[src/rtl/timer_multi_cmp.sv]
// Prescaled free-running timer with NUM_CMP unsigned (>=) compare channels and level IRQs.
// Optional TIMER_SNAPSHOT_EN: an MTIME_LO read latches the upper word for a tear-free MTIME_HI read.
module timer_multi_cmp #(
    parameter int CNT_W      = 64,
    parameter int NUM_CMP    = 2,
    parameter int PRESCALE_W = 8
) (
    input  logic               clk,
    input  logic               reset,
    input  logic [3:0]         io_addr,
    input  logic               io_we,
    input  logic [31:0]        io_din,
    output logic [31:0]        io_dout,
    output logic [NUM_CMP-1:0] irq
);
    localparam int HI_W = CNT_W - 32;
    localparam logic [CNT_W-1:0]      CNT_ONE  = CNT_W'(1'b1);
    localparam logic [PRESCALE_W-1:0] PCNT_ONE = PRESCALE_W'(1'b1);

    function automatic logic [31:0] zext_hi(input logic [HI_W-1:0] v);
        logic [31:0] r;
        r = 32'd0;
        r[HI_W-1:0] = v;
        return r;
    endfunction

    logic [CNT_W-1:0]      mtime_r;
    logic [CNT_W-1:0]      cmp_r [NUM_CMP];
    logic                  en_r;
    logic [PRESCALE_W-1:0] div_r;
    logic [PRESCALE_W-1:0] pcnt_r;
    logic [NUM_CMP-1:0]    ie_r;
    logic [NUM_CMP-1:0]    irq_r;
    logic [HI_W-1:0]       hi_src_s;
    logic [31:0]           rdata_s;
    logic                  wr_ctrl_s;
    logic                  wr_lo_s;
    logic                  wr_hi_s;
    logic                  tick_s;
    logic [NUM_CMP-1:0]    wr_cmp_lo_s;
    logic [NUM_CMP-1:0]    wr_cmp_hi_s;
    logic [NUM_CMP-1:0]    match_s;

    // Write decode, tick generation and raw compare results.
    always_comb begin
        wr_ctrl_s = io_we && (io_addr == 4'd2);
        wr_lo_s   = io_we && (io_addr == 4'd0);
        wr_hi_s   = io_we && (io_addr == 4'd1);
        tick_s    = en_r && (pcnt_r == div_r);
        for (int k = 0; k < NUM_CMP; k++) begin
            wr_cmp_lo_s[k] = io_we && (io_addr == ({3'(k), 1'b0} + 4'd4));
            wr_cmp_hi_s[k] = io_we && (io_addr == ({3'(k), 1'b0} + 4'd5));
            match_s[k]     = (mtime_r >= cmp_r[k]);
        end
    end

    // Control register and prescaler; a CTRL write restarts the prescale phase.
    always_ff @(posedge clk or posedge reset) begin
        if (reset) begin
            en_r   <= 1'b1;
            div_r  <= {PRESCALE_W{1'b0}};
            ie_r   <= {NUM_CMP{1'b0}};
            pcnt_r <= {PRESCALE_W{1'b0}};
        end else if (wr_ctrl_s) begin
            en_r   <= io_din[0];
            div_r  <= io_din[8 +: PRESCALE_W];
            ie_r   <= io_din[16 +: NUM_CMP];
            pcnt_r <= {PRESCALE_W{1'b0}};
        end else if (tick_s) begin
            pcnt_r <= {PRESCALE_W{1'b0}};
        end else if (en_r) begin
            pcnt_r <= pcnt_r + PCNT_ONE;
        end
    end

    // Counter: a CPU write to either half wins over the tick, without carry into the other half.
    always_ff @(posedge clk or posedge reset) begin
        if (reset) begin
            mtime_r <= {CNT_W{1'b0}};
        end else if (wr_lo_s) begin
            mtime_r[31:0] <= io_din;
        end else if (wr_hi_s) begin
            mtime_r[CNT_W-1:32] <= io_din[HI_W-1:0];
        end else if (tick_s) begin
            mtime_r <= mtime_r + CNT_ONE;
        end
    end

    // Compare registers, written one 32-bit half at a time.
    always_ff @(posedge clk or posedge reset) begin
        if (reset) begin
            for (int k = 0; k < NUM_CMP; k++) begin
                cmp_r[k] <= {CNT_W{1'b1}};
            end
        end else begin
            for (int k = 0; k < NUM_CMP; k++) begin
                if (wr_cmp_lo_s[k]) begin
                    cmp_r[k][31:0] <= io_din;
                end
                if (wr_cmp_hi_s[k]) begin
                    cmp_r[k][CNT_W-1:32] <= io_din[HI_W-1:0];
                end
            end
        end
    end

    // Level IRQs, one cycle behind the register state.
    always_ff @(posedge clk or posedge reset) begin
        if (reset) begin
            irq_r <= {NUM_CMP{1'b0}};
        end else begin
            irq_r <= ie_r & match_s;
        end
    end

`ifdef TIMER_SNAPSHOT_EN
    logic [HI_W-1:0] shadow_r;

    // Upper-word shadow: captured on an MTIME_LO read decode, loaded by an MTIME_HI write.
    always_ff @(posedge clk or posedge reset) begin
        if (reset) begin
            shadow_r <= {HI_W{1'b0}};
        end else if (wr_hi_s) begin
            shadow_r <= io_din[HI_W-1:0];
        end else if (!io_we && (io_addr == 4'd0)) begin
            shadow_r <= mtime_r[CNT_W-1:32];
        end
    end

    assign hi_src_s = shadow_r;
`else
    assign hi_src_s = mtime_r[CNT_W-1:32];
`endif

    // Read mux; unmapped indices return zero.
    always_comb begin
        rdata_s = 32'd0;
        case (io_addr)
            4'd0: rdata_s = mtime_r[31:0];
            4'd1: rdata_s = zext_hi(hi_src_s);
            4'd2: begin
                rdata_s[0]               = en_r;
                rdata_s[8 +: PRESCALE_W] = div_r;
                rdata_s[16 +: NUM_CMP]   = ie_r;
            end
            4'd3: rdata_s[NUM_CMP-1:0] = match_s;
            default: begin
                for (int k = 0; k < NUM_CMP; k++) begin
                    if (io_addr == ({3'(k), 1'b0} + 4'd4)) begin
                        rdata_s = cmp_r[k][31:0];
                    end else if (io_addr == ({3'(k), 1'b0} + 4'd5)) begin
                        rdata_s = zext_hi(cmp_r[k][CNT_W-1:32]);
                    end else begin
                        rdata_s = rdata_s;
                    end
                end
            end
        endcase
    end

    assign io_dout = rdata_s;
    assign irq     = irq_r;

endmodule

[config.mk]
export PLATFORM = sky130hd
export DESIGN_NAME = timer_multi_cmp
export DESIGN_NICKNAME = d
export VERILOG_FILES = /design/src/rtl/timer_multi_cmp.sv
export SDC_FILE = /design/constraint.sdc
export NUM_CORES = 1
export LEC_CHECK = 0
export ABC_AREA = 0
export BUFFER_PORTS_ARGS = -buffer_cell sky130_fd_sc_hd__buf_2
export CORE_ASPECT_RATIO = 2
export CORE_MARGIN = 2
export CORE_UTILIZATION = 60
export DETAILED_ROUTE_END_ITERATION = 8
export PLACE_DENSITY_LB_ADDON = 0.08
export SLEW_MARGIN = 20
export SYNTH_ARGS = -nofsm -noshare
export SYNTH_HDL_FRONTEND = slang
export SYNTH_SLANG_ARGS = --single-unit
[constraint.sdc]
create_clock -name clk -period 8 [get_ports clk]
set_input_delay 0.8 -clock clk [delete_from_list [all_inputs] [get_ports clk]]
set_output_delay 0.8 -clock clk [all_outputs]
set_load 0.05 [all_outputs]
==> results of run 1 <==
[routing by layer]
metal | up-vias | share of wire, % | global-route usage [%] | wire length [µm]
met1 | 6266 | 37 | 44.6 | 17600
li1 | 5733 | - | - | -
met4 | 0 | 7.0 | 21.6 | 3340
met5 | - | 0 | 0 | 0
met2 | 661 | 48 | 62.8 | 23000
met3 | 183 | 7.6 | 5.06 | 3600
[worst min path at each step]
stage	from	endpoint	slack, ns	cells after the start
after global placement	ie_r[1]$_DFFE_PP0P_	ie_r[1]$_DFFE_PP0P_	0.52	1
final	reset	div_r[3]$_DFFE_PP0P_	0.38	2
after floorplan	ie_r[1]$_DFFE_PP0P_	irq[1]$_DFF_PP0_	0.49	1
after CTS	reset	pcnt_r[0]$_DFFE_PP0P_	0.39	2
after global routing	reset	div_r[3]$_DFFE_PP0P_	0.43	2
after detailed placement	ie_r[1]$_DFFE_PP0P_	irq[1]$_DFF_PP0_	0.53	1
[sequential cells by signal, summed over array words and instances (netlist names)]
| register | flops |
|---|---|
| cmp_r | 128 |
| en_r | 1 |
| irq | 2 |
| mtime_r | 64 |
| div_r | 8 |
| pcnt_r | 8 |
| ie_r | 2 |
[through the flow]
step / cell area [µm²] / std cells / hold WS, ns / utilization [%] / total power (W)
after floorplan: 14700 / 1537 / 0.486 / - / 0.00265
after global placement: 15200 / 1836 / 0.521 / 62.9 / 0.00303
after detailed placement: 15300 / 1837 / 0.525 / 63.1 / 0.00309
after CTS: 15900 / 1875 / 0.387 / 65.7 / 0.00408
after global routing: 15900 / 1875 / 0.430 / 65.7 / 0.00432
final: 15900 / 1875 / 0.378 / 65.7 / 0.00408
[layout make-up]
class | instances | area [µm²]
Inverter | 139 | 529
Timing Repair Buffer | 90 | 515
Multi-Input combinational cell | 1105 | 8380
Fill cell | 2023 | 8310
Clock inverter | 4 | 48.8
Clock buffer | 34 | 584
Tap cell | 290 | 363
Sequential cell | 213 | 5490
[logic make-up after synthesis]
| group | Yosys count |
|---|---|
| and+or+nand+nor | 411 |
| AOI/OAI and AO/OA | 376 |
| buffers and inverters | 219 |
| DFF | 213 |
| muxes | 177 |
| adders and majority gates | 130 |
| xor gates and xnor gates | 11 |
[layout by cell type, fill, tap and decap left out, types with 62 or more instances in the layout]
cell / n
mux2_2: 158
inv_1: 138
ha_1: 130
dfstp_2: 129
nand2_1: 115
a21oi_1: 96
dfrtp_1: 84
nor2_1: 75
buf_2: 72
nand3_1: 68
o21ai_0: 63
a22oi_1: 62
[power breakdown]
part	total [W]	switching (W)	internal (W)
Combinational	0.00135	0.000775	0.000579
Clock	0.000971	0.000438	0.000533
Sequential	0.00176	0.000326	0.00143
[worst max-delay path: stages]
cell	delay, ns
buf_2	0.08
buf_4	0.56
nor2b_1	0.88
nor2b_2	0.56
buf_4	0.44
a22oi_1	0.17
nand3_1	0.12
buf_2	0.27
==> flow_results.xml, run 1 <==
<?xml version="1.0" encoding="UTF-8"?>
<metrics>
  <group name="sta">
    <metric name="report.final.setup_viol" unit="">0</metric>
    <metric name="fmax" unit="MHz">212</metric>
    <metric name="fin_skew" unit="ns">0.0229</metric>
    <metric name="worstMarginPinSlew" unit="ns">1.12</metric>
    <metric name="slew_viol_final" unit="">0</metric>
    <metric name="finalHoldViolations" unit="">0</metric>
    <metric name="final.setup.worst_slack" unit="ns">3.28</metric>
    <metric name="layout_worst_path_cycle_share" unit="%">59.0</metric>
    <metric name="total_negative_slack_for_setup_checks" unit="ns">0</metric>
    <metric name="rsz0062_at_grt" unit="">no</metric>
    <metric name="timing.slew.headroom" unit="%">24.9</metric>
    <metric name="layout_min_cycle_time" unit="ns">4.72</metric>
  </group>
  <group name="floorplan">
    <metric name="horizontal_extent_of_the_die" unit="µm">115</metric>
    <metric name="io_pins" unit="">73</metric>
    <metric name="initial_utilization" unit="%">60.7</metric>
    <metric name="die-height" unit="µm">225</metric>
    <metric name="rows" unit="">81</metric>
    <metric name="core_area" unit="µm²">24200</metric>
    <metric name="die_area" unit="µm²">25800</metric>
  </group>
  <group name="min_path">
    <metric name="hold_path.class" unit="">primary input to async pin</metric>
  </group>
  <group name="logic_synthesis">
    <metric name="simple_gate_share_of_the_synthesized_area" unit="%">14.4</metric>
    <metric name="syn_area" unit="µm²">14700</metric>
    <metric name="ys_seq_area_share" unit="%">37.4</metric>
    <metric name="synth_cell_type_count" unit="">71</metric>
    <metric name="yosys.area.top_type_share" unit="%">23.1</metric>
    <metric name="netlist_top_cells_count" unit="">mux2_2, inv_1, ha_1</metric>
    <metric name="synth_edf_count" unit="">0</metric>
    <metric name="synth-seq-cells" unit="">213</metric>
    <metric name="post_synth_main_area_contributors" unit="">dfstp_2, dfrtp_1, mux2_2</metric>
    <metric name="synth_flop_cell" unit="">dfstp_2</metric>
    <metric name="synth_top_family_by_area" unit="">compound AO/OA/AOI/OAI gates</metric>
    <metric name="synth_compound_area_share" unit="%">16.9</metric>
    <metric name="syn_area_per_cell" unit="µm²">9.56</metric>
    <metric name="postSynth.asyncResetShare" unit="%">100</metric>
    <metric name="yosysWarningCount" unit="">0</metric>
    <metric name="muxShareOfSynthArea" unit="%">13.7</metric>
    <metric name="synth_nets" unit="">1706</metric>
    <metric name="synth_xor_area_share" unit="%">0.656</metric>
    <metric name="yosysTopAreaCell" unit="">dfstp_2</metric>
    <metric name="yosysMostFrequentCell" unit="">mux2_2</metric>
    <metric name="synth_fa_ha_area_share" unit="%">11.1</metric>
    <metric name="netlist_instances" unit="">1537</metric>
  </group>
  <group name="finish">
    <metric name="post_route_cells_drive_above_1_share" unit="%">27.3</metric>
    <metric name="syn2layout_area_growth" unit="%">8.27</metric>
    <metric name="nets" unit="">1739</metric>
    <metric name="antenna_fix_cells" unit="">0</metric>
  </group>
  <group name="critical_path">
    <metric name="endpoint_of_the_most_critical_setup_path" unit="">io_dout[6]</metric>
    <metric name="worst_r2r_path_depth" unit="">6</metric>
    <metric name="worst_r2r_endpoint" unit="">mtime_r[55]$_DFFE_PP0P_</metric>
    <metric name="worst-setup-path-type" unit="">primary input to primary output</metric>
    <metric name="crit_path_max_fanout" unit="">45</metric>
    <metric name="critical_path_required" unit="ns">7.20</metric>
    <metric name="worst_ep_arrival_time" unit="ns">3.92</metric>
    <metric name="worstReg2RegStart" unit="">mtime_r[4]$_DFFE_PP0P_</metric>
    <metric name="setup.reg_to_reg.worst_slack" unit="ns">4.88</metric>
    <metric name="setup.worst_path.start_class" unit="">primary input</metric>
    <metric name="worstSetupStartpoint" unit="">io_addr[0]</metric>
    <metric name="timing.critical_path.to_type" unit="">primary output</metric>
  </group>
  <group name="global_route">
    <metric name="grt_pass1_vias" unit="">12700</metric>
    <metric name="grt-ovfl-total" unit="">0</metric>
    <metric name="grt_start_max_net_pins" unit="">94</metric>
    <metric name="grt_antenna_before_repair" unit="">0</metric>
    <metric name="gr_util_all_layers" unit="%">37.1</metric>
    <metric name="grt_pass1_wl" unit="mm">73.0</metric>
  </group>
  <group name="clock_tree">
    <metric name="clock-root-buffer" unit="">clkbuf_16</metric>
    <metric name="cts.clk_slew.worst_paths" unit="ns">0.06</metric>
    <metric name="number_of_gates_resized_after_cts" unit="">0</metric>
    <metric name="hold_buffers" unit="">0</metric>
    <metric name="postCtsSetupBuffers" unit="">0</metric>
    <metric name="cts_tree" unit="">done</metric>
    <metric name="clock-sinks" unit="">213</metric>
    <metric name="h-tree-depth" unit="">1</metric>
    <metric name="clk_latency" unit="ns">0.53</metric>
    <metric name="cts-root-to-sink-buffers" unit="">3</metric>
    <metric name="cts_buffers" unit="">21</metric>
  </group>
  <group name="place">
    <metric name="port_buffers" unit="">72</metric>
    <metric name="dp_worst_setup_slack" unit="ns">3.22</metric>
    <metric name="place_congestion" unit="">0.970</metric>
    <metric name="dp_hpwl" unit="mm">33.9</metric>
  </group>
  <group name="routing">
    <metric name="wire_per_inst" unit="µm">25.4</metric>
    <metric name="wl" unit="mm">47.6</metric>
    <metric name="route.detailed.vias_per_inst" unit="">6.85</metric>
    <metric name="detailedRoute.firstPassIterationCount" unit="">5</metric>
    <metric name="remaining_drc_errors" unit="">0</metric>
    <metric name="detail_route.iter0.violations" unit="">1130</metric>
    <metric name="via_count" unit="">12800</metric>
    <metric name="ant_nets" unit="">0</metric>
  </group>
  <group name="power">
    <metric name="vdd_drop_max" unit="mV">0.216</metric>
    <metric name="static-leakage-power" unit="nW">6.90</metric>
    <metric name="power.density" unit="nW/µm²">256</metric>
  </group>
  <group name="status">
    <metric name="status" unit="">finished, final reports clean</metric>
  </group>
  <group name="run">
    <metric name="max_cap_viol_count" unit="">0</metric>
  </group>
</metrics>
(Power assumes the default switching activity.)
==> inputs of run 2 (changes only) <==
- ABC_AREA: 0 -> 1
- CORE_UTILIZATION: 60 -> 57
- clock period: 8 -> 4.28 ns (I/O delays scaled with it)
==> run 2 against run 1 <==
Cell area increased by 2.9%. Count of clock-buffer cells in the layout unchanged. Via count increased by 16%. Largest cell class unchanged.
==> flow_results.xml, run 2 <==
<?xml version="1.0" encoding="UTF-8"?>
<metrics>
  <group name="power">
    <metric name="static-leakage-power" unit="nW">7.54</metric>
    <metric name="switching_share" unit="%">44.7</metric>
    <metric name="power_report.internal_total" unit="W">0.00536</metric>
    <metric name="share_comb_of_total_power" unit="%">41.4</metric>
    <metric name="power.density" unit="nW/µm²">592</metric>
    <metric name="vdd_drop_max" unit="mV">0.402</metric>
    <metric name="total_power" unit="W">0.00969</metric>
    <metric name="switching_power" unit="W">0.00434</metric>
    <metric name="clkPwrFrac" unit="%">21.1</metric>
    <metric name="seqPwrFrac" unit="%">37.5</metric>
  </group>
  <group name="finish">
    <metric name="layout_top_registers" unit="">cmp_r (128), mtime_r (64)</metric>
    <metric name="largest-register" unit="">cmp_r</metric>
    <metric name="antenna_fix_cells" unit="">0</metric>
    <metric name="post_route_cells_drive_above_1_share" unit="%">12.9</metric>
    <metric name="mostFrequentLayoutCell" unit="">nand2_1</metric>
    <metric name="nets" unit="">2285</metric>
    <metric name="number_of_flip_flops_under_the_largest_register_name" unit="">128</metric>
    <metric name="syn2layout_area_growth" unit="%">9.53</metric>
    <metric name="finalInstanceArea" unit="µm²">16400</metric>
    <metric name="layout.cells.most_common_list" unit="">nand2_1, inv_1, o21ai_0</metric>
  </group>
  <group name="place">
    <metric name="place_congestion" unit="">1.08</metric>
    <metric name="placed_area" unit="µm²">15600</metric>
    <metric name="dp_hpwl" unit="mm">41.1</metric>
    <metric name="dp_worst_setup_slack" unit="ns">1.13</metric>
    <metric name="port_buffers" unit="">72</metric>
  </group>
  <group name="logic_synthesis">
    <metric name="netlist_top_cells_count" unit="">nand2_1, inv_1, o21ai_0</metric>
    <metric name="yosysWarningCount" unit="">0</metric>
    <metric name="ys_seq_area_share" unit="%">36.7</metric>
    <metric name="synth_xor_area_share" unit="%">2.17</metric>
    <metric name="synth_fa_ha_area_share" unit="%">10.9</metric>
    <metric name="synth_flop_cell" unit="">dfstp_2</metric>
    <metric name="yosysTopAreaCell" unit="">dfstp_2</metric>
    <metric name="muxShareOfSynthArea" unit="%">0</metric>
    <metric name="simple_gate_share_of_the_synthesized_area" unit="%">23.7</metric>
    <metric name="netlist_instances" unit="">2071</metric>
    <metric name="yosys.area.top_type_share" unit="%">22.7</metric>
    <metric name="synth_top_family_by_area" unit="">simple AND/OR/NAND/NOR gates</metric>
    <metric name="synth_cell_type_count" unit="">38</metric>
    <metric name="syn_area_per_cell" unit="µm²">7.22</metric>
    <metric name="synth_edf_count" unit="">0</metric>
    <metric name="postSynth.asyncResetShare" unit="%">100</metric>
    <metric name="post_synth_main_area_contributors" unit="">dfstp_2, dfrtp_1, nand2_1</metric>
    <metric name="synth_compound_area_share" unit="%">17.5</metric>
    <metric name="syn_area" unit="µm²">14900</metric>
    <metric name="synth-seq-cells" unit="">213</metric>
    <metric name="synth_nets" unit="">2240</metric>
    <metric name="yosysMostFrequentCell" unit="">nand2_1</metric>
  </group>
  <group name="critical_path">
    <metric name="crit_path_max_fanout" unit="">2</metric>
    <metric name="cpMaxStageDelayCell" unit="">dfstp_2</metric>
    <metric name="worst-setup-path-type" unit="">register to primary output</metric>
    <metric name="crit_path_max_incr_delay" unit="ns">0.52</metric>
    <metric name="critical_path_required" unit="ns">3.85</metric>
    <metric name="worst_ep_arrival_time" unit="ns">3.20</metric>
    <metric name="worstPathCellList" unit="">inv_1 &gt; ha_1 &gt; nand2_1 &gt; nor2_1 &gt; nand4_1 &gt; nor2_1 &gt; and3b_1 &gt; nand2_1 &gt; nand3_1 &gt; nand2_1 &gt; nand2_1 &gt; buf_2</metric>
    <metric name="timing.critical_path.to_type" unit="">primary output</metric>
    <metric name="setup.worst_path.start_class" unit="">register</metric>
    <metric name="path_common_cell" unit="">nand2_1</metric>
  </group>
  <group name="global_route">
    <metric name="grt-ovfl-total" unit="">0</metric>
    <metric name="grt_start_max_net_pins" unit="">122</metric>
    <metric name="grt_pass1_wl" unit="mm">84.0</metric>
    <metric name="grt_antenna_before_repair" unit="">1</metric>
    <metric name="grt_pass1_vias" unit="">14900</metric>
    <metric name="gr_util_all_layers" unit="%">40.2</metric>
  </group>
  <group name="sta">
    <metric name="whs" unit="ns">0.0715</metric>
    <metric name="finalHoldViolations" unit="">0</metric>
    <metric name="report.final.setup_viol" unit="">0</metric>
    <metric name="timing.slew.headroom" unit="%">24.2</metric>
    <metric name="rsz0062_at_grt" unit="">no</metric>
    <metric name="layout_worst_path_cycle_share" unit="%">84.7</metric>
    <metric name="final.setup.worst_slack" unit="ns">0.657</metric>
    <metric name="layout_min_cycle_time" unit="ns">3.62</metric>
    <metric name="fin_skew" unit="ns">0.0119</metric>
    <metric name="fmax" unit="MHz">276</metric>
    <metric name="total_negative_slack_for_setup_checks" unit="ns">0</metric>
    <metric name="worstMarginPinSlew" unit="ns">1.13</metric>
    <metric name="slew_viol_final" unit="">0</metric>
  </group>
  <group name="routing">
    <metric name="via_count" unit="">14900</metric>
    <metric name="wl" unit="mm">54.9</metric>
    <metric name="wire_per_inst" unit="µm">22.2</metric>
    <metric name="remaining_drc_errors" unit="">0</metric>
    <metric name="detail_route.iter0.violations" unit="">1308</metric>
    <metric name="ant_nets" unit="">0</metric>
    <metric name="detailedRoute.firstPassIterationCount" unit="">7</metric>
    <metric name="route.detailed.vias_per_inst" unit="">6.03</metric>
  </group>
  <group name="clock_tree">
    <metric name="number_of_gates_resized_after_cts" unit="">0</metric>
    <metric name="postCtsSetupBuffers" unit="">0</metric>
    <metric name="clock-sinks" unit="">213</metric>
    <metric name="clock-root-buffer" unit="">clkbuf_16</metric>
    <metric name="h-tree-depth" unit="">1</metric>
    <metric name="cts_buffers" unit="">22</metric>
    <metric name="cts-root-to-sink-buffers" unit="">3</metric>
    <metric name="clk_latency" unit="ns">0.53</metric>
    <metric name="cts.clk_slew.worst_paths" unit="ns">0.07</metric>
    <metric name="hold_buffers" unit="">0</metric>
    <metric name="cts_tree" unit="">done</metric>
  </group>
  <group name="run">
    <metric name="max_cap_viol_count" unit="">0</metric>
  </group>
  <group name="floorplan">
    <metric name="core_area" unit="µm²">25800</metric>
    <metric name="die-height" unit="µm">233</metric>
    <metric name="horizontal_extent_of_the_die" unit="µm">119</metric>
    <metric name="io_pins" unit="">73</metric>
    <metric name="initial_utilization" unit="%">58.0</metric>
    <metric name="die_area" unit="µm²">27600</metric>
    <metric name="rows" unit="">83</metric>
  </group>
  <group name="min_path">
    <metric name="hold_path.class" unit="">primary input to async pin</metric>
  </group>
  <group name="status">
    <metric name="status" unit="">finished, final reports clean</metric>
  </group>
</metrics>
-- run 2: cell types whose count changed in the layout (fill, tap and decap cells not counted), moves of 18 or more --
| cell | before | now |
|---|---|---|
| a21oi_1 | 96 | 127 |
| a22oi_1 | 62 | 0 |
| a2bb2oi_1 | 24 | 0 |
| and3_1 | 21 | 0 |
| inv_1 | 138 | 273 |
| mux2_2 | 158 | 0 |
| nand2_1 | 115 | 540 |
| nor2_1 | 75 | 160 |
| nor3_1 | 15 | 35 |
| o2111ai_1 | 3 | 21 |
| o211ai_1 | 8 | 27 |
| o21ai_0 | 63 | 233 |
| o22ai_1 | 24 | 45 |
| xor2_1 | 9 | 30 |
-- run 2: worst max-delay path: cells and delay by family, from the launching register on --
kind          cells  cell delay (ns)
fa+ha+maj         1             0.29
simple gates      9             1.52
flops             1             0.52
buf+inv           2             0.32
-- run 2: layout make-up --
cell class	count	area, µm²
timing repair buffer	90	520
fill	2466	9380
tap	340	425
multi-input combinational	1506	8120
sequential	213	5490
clock buffer	34	668
inverter	283	1070
clock inverter	5	78.8
-- run 2: through the flow --
step	instances	util, %
2_1_floorplan	2071	-
3_3_place_gp	2432	60.7
3_5_place_dp	2432	60.7
4_1_cts	2471	63.6
5_1_grt	2471	63.6
6_report	2471	63.6
-- run 2: power by group through the flow --
stage	Clock, W	Sequential (W)	Combinational [W]
final	0.00205	0.00363	0.00401
after global routing	0.00212	0.00370	0.00455
after detailed placement	0	0.00362	0.00394
after global placement	0	0.00361	0.00383
after CTS	0.00205	0.00360	0.00397
after floorplan	0	0.00333	0.00282
-- run 2: kinds of logic after synthesis --
kind of cell             Yosys count
AND/OR/NAND/NOR                  865
XOR/XNOR                          37
AO/OA/AOI/OAI                    474
buffers and inverters            352
flip-flops                       213
adder cells (fa/ha/maj)          130
-- run 2: final timing paths --
| kind | cells past startpoint | start | to | slack [ns] |
|---|---|---|---|---|
| worst max-delay path | 12 | cmp_r[55]$_DFFE_PP1P_ | io_dout[1] | 0.66 |
| worst max register to register | 11 | mtime_r[2]$_DFFE_PP0P_ | mtime_r[62]$_DFFE_PP0P_ | 1.18 |
| worst min register to register | 2 | cmp_r[110]$_DFFE_PP1P_ | cmp_r[110]$_DFFE_PP1P_ | 0.49 |
| min in group clk | 3 | io_din[16] | ie_r[0]$_DFFE_PP0P_ | 0.17 |
| max in group asynchronous | 3 | reset | mtime_r[53]$_DFFE_PP0P_ | 3.56 |
| worst min-delay path | 3 | reset | mtime_r[6]$_DFFE_PP0P_ | 0.07 |
-- run 2: metal layers --
layer  global-route usage [%]  routed length, µm  vias up
met5                        0                 12        -
met4                     33.4               5420        2
met3                     6.05               3550      262
met2                     69.4              27000      673
met1                     43.0              18900     7017
li1                         -                  -     6940
==> inputs of run 3 (changes only) <==
- ABC_AREA: 1 -> 0
- CORE_UTILIZATION: 57 -> 60
- clock period: 4.28 -> 3.5 ns (I/O delays scaled with it)
==> run 3 against run 2 <==
The run now ends with setup timing left. Total power rose by 0.36%. Global-route usage fell by 2.2 points. Die area fell by 6.4%. Core utilization rose by 4.9 points. Via count fell by 12%. Critical path depth fell by 3.
==> flow_results.xml, run 3 (synthesized netlist as in run 1, its figures left out) <==
<?xml version="1.0" encoding="UTF-8"?>
<metrics>
  <group name="floorplan">
    <metric name="initial_utilization" unit="%">60.7</metric>
    <metric name="die-height" unit="µm">225</metric>
    <metric name="die_area" unit="µm²">25800</metric>
    <metric name="core_area" unit="µm²">24200</metric>
    <metric name="io_pins" unit="">73</metric>
    <metric name="horizontal_extent_of_the_die" unit="µm">115</metric>
    <metric name="rows" unit="">81</metric>
  </group>
  <group name="place">
    <metric name="dp_hpwl" unit="mm">35.1</metric>
    <metric name="number_of_placed_instances_with_taps_included" unit="">1870</metric>
    <metric name="placed_area" unit="µm²">15600</metric>
    <metric name="port_buffers" unit="">72</metric>
    <metric name="place_congestion" unit="">0.988</metric>
    <metric name="dp_worst_setup_slack" unit="ns">0.375</metric>
  </group>
  <group name="critical_path">
    <metric name="crit_path_max_incr_delay" unit="ns">0.55</metric>
    <metric name="worst_ep_arrival_time" unit="ns">3.22</metric>
    <metric name="timing.critical_path.to_type" unit="">primary output</metric>
    <metric name="setup.worst_path.start_class" unit="">register</metric>
    <metric name="worstSetupPathDepth" unit="">9</metric>
    <metric name="worst_r2r_path_depth" unit="">6</metric>
    <metric name="cpMaxStageDelayCell" unit="">dfstp_2</metric>
    <metric name="crit_path_max_fanout" unit="">3</metric>
    <metric name="worstPathCellList" unit="">inv_2 &gt; ha_4 &gt; nand4_1 &gt; or3_1 &gt; or4_4 &gt; o211ai_1 &gt; a21oi_1 &gt; o211ai_1 &gt; buf_4</metric>
    <metric name="critPathBufInv" unit="">2</metric>
    <metric name="path_common_cell" unit="">o211ai_1</metric>
    <metric name="worst-setup-path-type" unit="">register to primary output</metric>
    <metric name="worst_path_top_cell_family_by_delay" unit="">simple AND/OR/NAND/NOR gates</metric>
    <metric name="critical_path_required" unit="ns">3.15</metric>
  </group>
  <group name="min_path">
    <metric name="worstHoldPathCells" unit="">3</metric>
    <metric name="hold_path.class" unit="">primary input to register</metric>
  </group>
  <group name="routing">
    <metric name="ant_nets" unit="">0</metric>
    <metric name="remaining_drc_errors" unit="">0</metric>
    <metric name="route.detailed.vias_per_inst" unit="">6.85</metric>
    <metric name="detail_route.iter0.violations" unit="">1372</metric>
    <metric name="detailedRoute.firstPassIterationCount" unit="">6</metric>
    <metric name="via_count" unit="">13200</metric>
    <metric name="wl" unit="mm">49.0</metric>
    <metric name="wire_per_inst" unit="µm">25.5</metric>
  </group>
  <group name="status">
    <metric name="violations" unit="">setup timing</metric>
    <metric name="status" unit="">complete, but fails checks</metric>
  </group>
  <group name="global_route">
    <metric name="grt_start_max_net_pins" unit="">91</metric>
    <metric name="grt_pass1_wl" unit="mm">74.7</metric>
    <metric name="grt_antenna_before_repair" unit="">0</metric>
    <metric name="gr_util_all_layers" unit="%">38.0</metric>
    <metric name="grt_pass1_vias" unit="">13200</metric>
    <metric name="grt-ovfl-total" unit="">0</metric>
  </group>
  <group name="power">
    <metric name="static-leakage-power" unit="nW">7.16</metric>
    <metric name="vdd_drop_max" unit="mV">0.480</metric>
    <metric name="power.density" unit="nW/µm²">586</metric>
  </group>
  <group name="finish">
    <metric name="final_util" unit="%">68.5</metric>
    <metric name="antenna_fix_cells" unit="">0</metric>
    <metric name="post_layout_nonfiller_instances" unit="">1921</metric>
    <metric name="mostFrequentLayoutCell" unit="">mux2_2</metric>
    <metric name="finalInstanceArea" unit="µm²">16600</metric>
    <metric name="layout_top_registers" unit="">cmp_r (128), mtime_r (64)</metric>
    <metric name="largest-register" unit="">cmp_r</metric>
    <metric name="number_of_flip_flops_under_the_largest_register_name" unit="">128</metric>
    <metric name="syn2layout_area_growth" unit="%">12.9</metric>
    <metric name="nets" unit="">1784</metric>
    <metric name="post_route_cells_drive_above_1_share" unit="%">31.8</metric>
    <metric name="layout.cells.most_common_list" unit="">mux2_2, dfstp_2, inv_1</metric>
  </group>
  <group name="sta">
    <metric name="layout_min_cycle_time" unit="ns">3.57</metric>
    <metric name="timing.slew.headroom" unit="%">43.5</metric>
    <metric name="finalHoldViolations" unit="">0</metric>
    <metric name="slew_viol_final" unit="">0</metric>
    <metric name="layout_worst_path_cycle_share" unit="%">102</metric>
    <metric name="fin_skew" unit="ns">0.0204</metric>
    <metric name="report.final.setup_viol" unit="">1</metric>
    <metric name="worstMarginPinSlew" unit="ns">0.843</metric>
    <metric name="final.setup.worst_slack" unit="ns">-0.0705</metric>
    <metric name="rsz0062_at_grt" unit="">yes</metric>
    <metric name="fmax" unit="MHz">280</metric>
  </group>
  <group name="clock_tree">
    <metric name="cts_tree" unit="">done</metric>
    <metric name="h-tree-depth" unit="">1</metric>
    <metric name="cts-root-to-sink-buffers" unit="">3</metric>
    <metric name="cts_buffers" unit="">22</metric>
    <metric name="cts.clk_slew.worst_paths" unit="ns">0.07</metric>
    <metric name="clock-sinks" unit="">213</metric>
    <metric name="clock-root-buffer" unit="">clkbuf_16</metric>
    <metric name="clk_latency" unit="ns">0.54</metric>
  </group>
  <group name="run">
    <metric name="max_cap_viol_count" unit="">0</metric>
  </group>
</metrics>
[run 3: changes by cell type in the layout (fill, tap and decap cells not counted), sizes merged, moves of 24 or more]
cell	change
nand2	-428
a21oi	-29
buf	+43
mux2	+158
a2bb2oi	+24
a22oi	+62
nor2	-90
o21ai	-176
inv	-142
[run 3: final timing paths]
kind	start	to	slack, ns
worst min-delay path	io_din[31]	mtime_r[31]$_DFFE_PP0P_	0.14
worst max-delay path	cmp_r[13]$_DFFE_PP1P_	io_dout[1]	-0.07
worst max register to register	mtime_r[10]$_DFFE_PP0P_	mtime_r[62]$_DFFE_PP0P_	0.58
worst min register to register	ie_r[1]$_DFFE_PP0P_	irq[1]$_DFF_PP0_	0.54
max in group asynchronous	reset	mtime_r[13]$_DFFE_PP0P_	2.19
min in group asynchronous	reset	mtime_r[5]$_DFFE_PP0P_	0.35
[run 3: worst min-delay path, stage by stage]
cell,delay [ns]
buf_2,0.14
nand2_1,0.05
o311ai_0,0.08
[run 3: power by group]
group / switching [W] / internal, W / leakage [nW]
Combinational: 0.00194 / 0.00147 / 4.52
Sequential: 0.000696 / 0.00327 / 2.31
Clock: 0.00102 / 0.00133 / 0.339
[run 3: stage by stage]
stage / hold WS [ns] / total power (W) / TNS, ns
after floorplan: 0.455 / 0.00605 / 0
after global placement: 0.350 / 0.00703 / 0
after detailed placement: 0.355 / 0.00716 / 0
after CTS: 0.132 / 0.00961 / -0.0720
after global routing: 0.137 / 0.0103 / -0.233
final: 0.138 / 0.00973 / -0.0705
[run 3: metal layers]
layer	part of all wire [%]	global-route usage, %	vias up
met5	0	0	-
met4	7.7	25.5	0
met3	6.8	5.68	211
met2	49	64.0	714
met1	36	44.0	6390
li1	-	-	5845
[run 3: timing repair]
action,4_1_cts,5_1_grt
endpoints found under the setup margin,2,2
hold endpoints to repair,2,0
setup buffers,6,4
hold buffers,1,0
pin swaps,10,9
gates resized for setup,23,21
[run 3: cell type report]
type | instances | area (µm²)
timing repair buffer | 134 | 902
sequential | 213 | 5490
tap | 290 | 363
inverter | 139 | 526
fill | 1922 | 7630
clock buffer | 38 | 683
clock inverter | 2 | 13.8
multi-input combinational | 1105 | 8610
